## config.mk

```make
export PLATFORM = sky130hd
export DESIGN_NAME = key_schedule_flat
export DESIGN_NICKNAME = d
export VERILOG_FILES = /design/src/rtl/aes_pkg.sv /design/src/rtl/key_schedule_if.sv /design/src/rtl/key_schedule_sub_word.sv /design/src/rtl/key_schedule.sv /design/src/flat_wrapper.sv
export SDC_FILE = /design/constraint.sdc
export NUM_CORES = 1
export LEC_CHECK = 0
export CORE_ASPECT_RATIO = 1.75
export CORE_MARGIN = 2
export CORE_UTILIZATION = 30
export CTS_CLUSTER_SIZE = 12
export DETAILED_ROUTE_END_ITERATION = 10
export PLACE_DENSITY = 0.48
export SYNTH_ARGS = -nofsm -noshare
export SYNTH_HDL_FRONTEND = slang
export SYNTH_HIERARCHICAL = 1
export SYNTH_SLANG_ARGS = --single-unit
export TNS_END_PERCENT = 1
```

## constraint.sdc

```tcl
create_clock -name clk -period 4.43 [get_ports clk]
set_input_delay 0.886 -clock clk [delete_from_list [all_inputs] [get_ports clk]]
set_output_delay 0.886 -clock clk [all_outputs]
set_load 0.02 [all_outputs]
```

## src/rtl/aes_pkg.sv

```systemverilog
// Shared AES-128 constants, FSM state type and small word/byte helpers
// used by the key schedule and the cipher datapath.
package aes_pkg;

    localparam int AES_KEY_W  = 128;
    localparam int AES_WORD_W = 32;
    localparam logic [3:0] AES_LAST_ROUND = 4'd10;

    typedef enum logic {
        IDLE = 1'b0,
        GEN  = 1'b1
    } ks_state_t;

    // Multiply by x in GF(2^8) modulo the AES polynomial.
    function automatic logic [7:0] xtime(input logic [7:0] x);
        return {x[6:0], 1'b0} ^ (x[7] ? 8'h1b : 8'h00);
    endfunction

    function automatic logic [AES_WORD_W-1:0] rot_word(input logic [AES_WORD_W-1:0] w);
        return {w[AES_WORD_W-9:0], w[AES_WORD_W-1 -: 8]};
    endfunction

endpackage

```

## src/rtl/key_schedule_if.sv

```systemverilog
// Request / round-key stream bundle between the round controller and the key schedule.
// master drives start/key_in/rk_ready, slave returns the round-key stream and status.
interface key_schedule_if;
    import aes_pkg::*;

    logic                 start;
    logic [AES_KEY_W-1:0] key_in;
    logic                 rk_ready;
    logic                 rk_valid;
    logic [AES_KEY_W-1:0] round_key;
    logic [3:0]           round_idx;
    logic                 busy;
    logic                 done;

    modport master (
        output start, key_in, rk_ready,
        input  rk_valid, round_key, round_idx, busy, done
    );

    modport slave (
        input  start, key_in, rk_ready,
        output rk_valid, round_key, round_idx, busy, done
    );

endinterface

```

## src/rtl/key_schedule_sub_word.sv

```systemverilog
// AES byte S-box and the 32-bit SubWord built from four of them.
// Purely combinational, zero latency, no flow control.
module aes_sbox (
    input  logic [7:0] value,
    output logic [7:0] subst
);
    // One 128-bit constant per high nibble; byte 0 of each row sits in the MSBs.
    localparam logic [127:0] SBOX_ROWS [16] = '{
        128'h637c777bf26b6fc53001672bfed7ab76,
        128'hca82c97dfa5947f0add4a2af9ca472c0,
        128'hb7fd9326363ff7cc34a5e5f171d83115,
        128'h04c723c31896059a071280e2eb27b275,
        128'h09832c1a1b6e5aa0523bd6b329e32f84,
        128'h53d100ed20fcb15b6acbbe394a4c58cf,
        128'hd0efaafb434d338545f9027f503c9fa8,
        128'h51a3408f929d38f5bcb6da2110fff3d2,
        128'hcd0c13ec5f974417c4a77e3d645d1973,
        128'h60814fdc222a908846eeb814de5e0bdb,
        128'he0323a0a4906245cc2d3ac629195e479,
        128'he7c8376d8dd54ea96c56f4ea657aae08,
        128'hba78252e1ca6b4c6e8dd741f4bbd8b8a,
        128'h703eb5664803f60e613557b986c11d9e,
        128'he1f8981169d98e949b1e87e9ce5528df,
        128'h8ca1890dbfe6426841992d0fb054bb16
    };

    logic [127:0] row;
    logic [6:0]   bit_sel;

    assign row     = SBOX_ROWS[value[7:4]];
    // Column c lives at bit offset 8*(15-c), and 15-c equals ~c for a nibble.
    assign bit_sel = {~value[3:0], 3'b000};
    assign subst   = row[bit_sel +: 8];

endmodule

module sub_word
    import aes_pkg::*;
(
    input  logic [AES_WORD_W-1:0] word,
    output logic [AES_WORD_W-1:0] sub
);
    for (genvar i = 0; i < 4; i++) begin : g_sbox
        aes_sbox u_sbox (
            .value (word[8*i +: 8]),
            .subst (sub[8*i +: 8])
        );
    end

endmodule

```

## src/rtl/key_schedule.sv

```systemverilog
// Iterative AES-128 key expansion: emits round keys 0..10, one per rk_valid/rk_ready handshake.
// Round 0 one cycle after start; stalls hold key/index/valid stable; all outputs registered.
module key_schedule
    import aes_pkg::*;
(
    input  logic          clk,
    input  logic          rst_n,
    key_schedule_if.slave ks
);
    ks_state_t state, state_nxt;

    logic [AES_KEY_W-1:0] rk_q, rk_d;
    logic [3:0]           idx_q, idx_d;
    logic [7:0]           rcon_q, rcon_d;
    logic                 vld_q, vld_d;
    logic                 busy_q, busy_d;
    logic                 done_q, done_d;

    logic [AES_WORD_W-1:0] w0, w1, w2, w3;
    logic [AES_WORD_W-1:0] rot_w3, sub_w3, t_word;
    logic [AES_WORD_W-1:0] n0, n1, n2, n3;
    logic                  handshake, last_round;

    assign {w0, w1, w2, w3} = rk_q;
    assign rot_w3 = rot_word(w3);

    sub_word u_sub_word (
        .word (rot_w3),
        .sub  (sub_w3)
    );

    // Next-key chain is combinational from the registered key so one key per cycle is possible.
    assign t_word = sub_w3 ^ {rcon_q, 24'h000000};
    assign n0     = w0 ^ t_word;
    assign n1     = w1 ^ n0;
    assign n2     = w2 ^ n1;
    assign n3     = w3 ^ n2;

    assign handshake  = vld_q & ks.rk_ready;
    assign last_round = (idx_q == AES_LAST_ROUND);

    always_ff @(posedge clk) begin
        if (!rst_n) begin
            state <= IDLE;
        end else begin
            state <= state_nxt;
        end
    end

    always_comb begin
        state_nxt = state;
        case (state)
            IDLE:    if (ks.start) state_nxt = GEN;
            GEN:     if (handshake && last_round) state_nxt = IDLE;
            default: state_nxt = IDLE;
        endcase
    end

    always_comb begin
        rk_d   = rk_q;
        idx_d  = idx_q;
        rcon_d = rcon_q;
        vld_d  = vld_q;
        busy_d = busy_q;
        done_d = 1'b0;
        case (state)
            IDLE: begin
                if (ks.start) begin
                    rk_d   = ks.key_in;
                    idx_d  = 4'd0;
                    rcon_d = 8'h01;
                    vld_d  = 1'b1;
                    busy_d = 1'b1;
                end
            end
            GEN: begin
                if (handshake) begin
                    if (last_round) begin
                        vld_d  = 1'b0;
                        busy_d = 1'b0;
                        done_d = 1'b1;
                    end else begin
                        rk_d   = {n0, n1, n2, n3};
                        idx_d  = idx_q + 4'd1;
                        rcon_d = xtime(rcon_q);
                    end
                end
            end
            default: begin
                vld_d  = 1'b0;
                busy_d = 1'b0;
            end
        endcase
    end

    always_ff @(posedge clk) begin
        if (!rst_n) begin
            rk_q   <= '0;
            idx_q  <= 4'd0;
            rcon_q <= 8'h01;
            vld_q  <= 1'b0;
            busy_q <= 1'b0;
            done_q <= 1'b0;
        end else begin
            rk_q   <= rk_d;
            idx_q  <= idx_d;
            rcon_q <= rcon_d;
            vld_q  <= vld_d;
            busy_q <= busy_d;
            done_q <= done_d;
        end
    end

    assign ks.rk_valid  = vld_q;
    assign ks.round_key = rk_q;
    assign ks.round_idx = idx_q;
    assign ks.busy      = busy_q;
    assign ks.done      = done_q;

endmodule

```

## src/flat_wrapper.sv

```systemverilog
// flat-port wrapper written by rule: the top's interface ports become plain ports
module key_schedule_flat import aes_pkg::*;
  (clk, rst_n, ks_start, ks_key_in, ks_rk_ready, ks_rk_valid, ks_round_key, ks_round_idx, ks_busy, ks_done);
  key_schedule_if ks_i ();
  input  logic clk;
  input  logic rst_n;
  input wire logic [$bits(ks_i.start)-1:0] ks_start;
  input wire logic [$bits(ks_i.key_in)-1:0] ks_key_in;
  input wire logic [$bits(ks_i.rk_ready)-1:0] ks_rk_ready;
  output wire logic [$bits(ks_i.rk_valid)-1:0] ks_rk_valid;
  output wire logic [$bits(ks_i.round_key)-1:0] ks_round_key;
  output wire logic [$bits(ks_i.round_idx)-1:0] ks_round_idx;
  output wire logic [$bits(ks_i.busy)-1:0] ks_busy;
  output wire logic [$bits(ks_i.done)-1:0] ks_done;
  assign ks_i.start = ks_start;
  assign ks_i.key_in = ks_key_in;
  assign ks_i.rk_ready = ks_rk_ready;
  assign ks_rk_valid = ks_i.rk_valid;
  assign ks_round_key = ks_i.round_key;
  assign ks_round_idx = ks_i.round_idx;
  assign ks_busy = ks_i.busy;
  assign ks_done = ks_i.done;
  key_schedule u_core (.clk(clk), .rst_n(rst_n), .ks(ks_i));
endmodule
```

==> results.py <==
metrics = {
    "placed_design": {
        "place_hpwl_microns": 103000,
        "place_ws_ns": 0.306,
        "dp.cells": 4257,
        "gp_congestion": 1.11,
        "io_buffer_count": 266,
        "placed_area_sq_mm": 0.0260,
    },
    "die": {
        "initial_utilization_pct": 30.2,
        "die_area_sq_mm": 0.0740,
        "rows": 130,
        "die_w_microns": 207,
        "core_area_sq_mm": 0.0714,
        "die_h_microns": 358,
        "io-pin-count": 267,
    },
    "final_layout": {
        "stdcell_count": 4295,
        "stdcell_area_sq_mm": 0.0265,
        "final_cell_mix": "a21oi_1 (298), nand2_1 (277), o21ai_0 (267)",
        "layout.nets": 3538,
        "drive_gt1_share_pct": 13.0,
        "final_common_cell": "a21oi_1",
        "synthToLayoutAreaGrowth_pct": 23.3,
        "seq_area_sq_mm": 0.00289,
        "fillers": 7728,
        "multiInputGateArea_sq_mm": 0.0168,
    },
    "sta": {
        "min_period_ns": 4.39,
        "finalHoldWorstSlack_ns": 0.493,
        "relSlewSlack_pct": 25.7,
        "tightest_slew_ns": 1.11,
        "fmax_ghz": 0.228,
        "fin_setup_tns_ns": 0,
        "hold_viol": 0,
        "slew_viol_final": 0,
        "skew_ns": 0.0115,
        "setup_slack_ns": 0.0374,
        "rsz0062_at_grt": "no",
        "fin_crit_sh_pct": 99.2,
        "setup_viol": 0,
    },
    "job": {
        "maxCapViolCount": 0,
    },
    "synthesis": {
        "synth_area_sq_mm": 0.0215,
        "avgSynthCellArea_sq_um": 6.90,
        "netlist-cell-type-count": 96,
        "synth_top_area_cell": "dfxtp_1",
        "synth-edff-count": 0,
        "synth-seq-area-share_pct": 13.3,
        "async_flop_share_pct": 0,
        "netlist_instances": 3121,
        "syn_nets": 3307,
        "synth_top_area_share_pct": 13.3,
        "synth_area_leaders": "dfxtp_1 (13%), a21oi_1 (6.9%), o21ai_0 (6.2%), nand2_1 (4.9%), nor2_1 (4.0%)",
        "ys_warn_count": 6,
        "synth_flop_cell": "dfxtp_1",
        "ys_seq_elements": 143,
    },
    "routing": {
        "ant_nets": 0,
        "wl_microns": 138000,
        "post_drt_via_cell_ratio": 6.59,
        "wl_per_cell_microns": 32.1,
        "drcViolationCount": 0,
        "vias": 28303,
        "firstDrtPassIters": 7,
        "drtIter0Drc": 4267,
    },
    "pwr": {
        "irDropWorstVdd_v": 0.000309,
        "p_leak_uw": 0.00953,
        "clockPowerShare_pct": 19.8,
        "power_switching_uw": 3680,
        "p_int_uw": 3970,
        "pwr-share-seq_pct": 21.3,
        "combPwrFrac_pct": 59.0,
        "p_per_area_mw_per_mm2": 288,
        "switching_share_pct": 48.0,
    },
    "cts": {
        "cts.sinks": 143,
        "cts-buffers-inserted": 17,
        "clk_pin_slew_ns": 0.07,
        "cts_buffer_depth": 2,
        "cts_setup_buffers": 0,
        "worstSkewPairLatency_ns": 0.50,
        "htreeDepth": 4,
        "holdBufCountCts": 0,
        "tritoncts": "built",
        "cts-root-buf": "clkbuf_16",
    },
    "global_routing": {
        "grt_util_all_layers_pct": 36.2,
        "grt-ovfl-total": 0,
        "first_global_vias": 26875,
        "grt_pass1_wl_microns": 194000,
        "antenna_found_initial": 8,
        "grt_start_max_net_pins": 76,
    },
    "worst_setup_path": {
        "cp-end-kind": "register",
        "required_ns": 4.86,
        "critPathArrivalTime_ns": 4.82,
        "cp_max_fo": 11,
        "path_class": "reg -> reg",
        "worstSetupStartpointType": "register",
    },
    "outcome": {
        "status": "finished clean",
    },
    "min_path": {
        "hold_class": "reg -> reg",
    },
}
[flip-flops by register name (all words and copies together) (netlist names)]
signal	flops
u_core/ks.busy	1
u_core/rcon_q	8
u_core/ks.done	1
u_core/ks.round_idx	4
u_core/ks.round_key	128
u_core/state	1
[area by class of cell]
cell class | instances | area share [%]
well taps | 924 | 4.35
clock inverters | 12 | 0.419
repair buffers | 539 | 18.4
multi-input cells | 2581 | 63.2
inverters | 70 | 1.01
flip-flops and latches | 143 | 10.9
clock buffers | 20 | 1.68
diodes | 6 | 0.0566
[cells by family after synthesis]
| family | Yosys count | synth area share [%] |
|---|---|---|
| adders and majority gates | 54 | 3.14 |
| xor gates and xnor gates | 128 | 6.72 |
| AOI/OAI and AO/OA | 1184 | 36.2 |
| DFF | 143 | 13.3 |
| and+or+nand+nor | 1133 | 26.0 |
| buffers and inverters | 397 | 8.93 |
| muxes | 82 | 5.77 |
[critical path, stage by stage, from the launching register on]
cell	delay [ns]
dfxtp_1	0.38
buf_4	0.25
ha_1	0.40
inv_1	0.15
nor2_1	0.42
a22oi_1	0.22
a311o_1	0.37
a2111oi_0	0.94
buf_4	0.23
a31oi_1	0.06
xnor3_1	0.30
xnor2_1	0.13
nand2_1	0.11
a2bb2o_4	0.23
a21oi_1	0.13
[cells in the mapped netlist, types with 20 or more instances]
master    number
nor2b_1      108
xor2_1        37
nand2_1      279
inv_1         58
o211ai_1      75
buf_2        115
nand3_1      117
clkbuf_1     142
o221ai_1      20
a211oi_1      69
o22ai_1       57
a31oi_1       54
a32oi_1       21
xnor2_1       65
nor3_1       131
nand2b_1     105
o21ai_0      267
a311oi_1      37
and2_1        43
mux2i_1       34
nor2_1       232
dfxtp_1      143
mux4_2        32
o32ai_1       28
o21ai_1       22
buf_4         32
a21oi_1      298
o31ai_1       30
ha_1          54
[power by group through the flow]
stage               registers (uW)  logic, uW  clock network (uW)
CTS                           1620       4370                1570
finish                        1630       4510                1510
floorplan                     1660       2470                   0
global placement              1650       4400                   0
global route                  1640       4710                1600
detailed placement            1650       4350                   0
[final timing paths]
path	slack [ns]	from	to	cells past startpoint
setup / recovery	0.04	u_core/ks.round_key[20]$_SDFFE_PN0P_	u_core/ks.round_key[57]$_SDFFE_PN0P_	14
hold / removal	0.49	u_core/ks.round_key[59]$_SDFFE_PN0P_	u_core/ks.round_key[59]$_SDFFE_PN0P_	2
setup reg to reg	0.04	u_core/ks.round_key[20]$_SDFFE_PN0P_	u_core/ks.round_key[57]$_SDFFE_PN0P_	14
hold reg to reg	0.49	u_core/ks.round_key[59]$_SDFFE_PN0P_	u_core/ks.round_key[59]$_SDFFE_PN0P_	2
[layer usage]
layer	global-route usage, %	wire length, microns
met1	38.4	46700
met2	62.7	66600
met3	6.61	11300
met4	28.3	13300
met5	0	13
[metrics by stage]
stage                     util (%)  power [uW]
after floorplan                  -        4120
after global placement        36.4        6050
final                         37.2        7650
after global routing          37.2        7950
after CTS                     37.1        7570
after detailed placement      36.4        6000
[repair_timing]
| action | 4_1_cts | 5_1_grt |
|---|---|---|
| gates resized for setup | 0 | 2 |
| endpoints found under the setup margin | 0 | 2 |
| endpoints found under the hold margin | 0 | 0 |
Note: power is estimated with default switching activity, not from simulation.
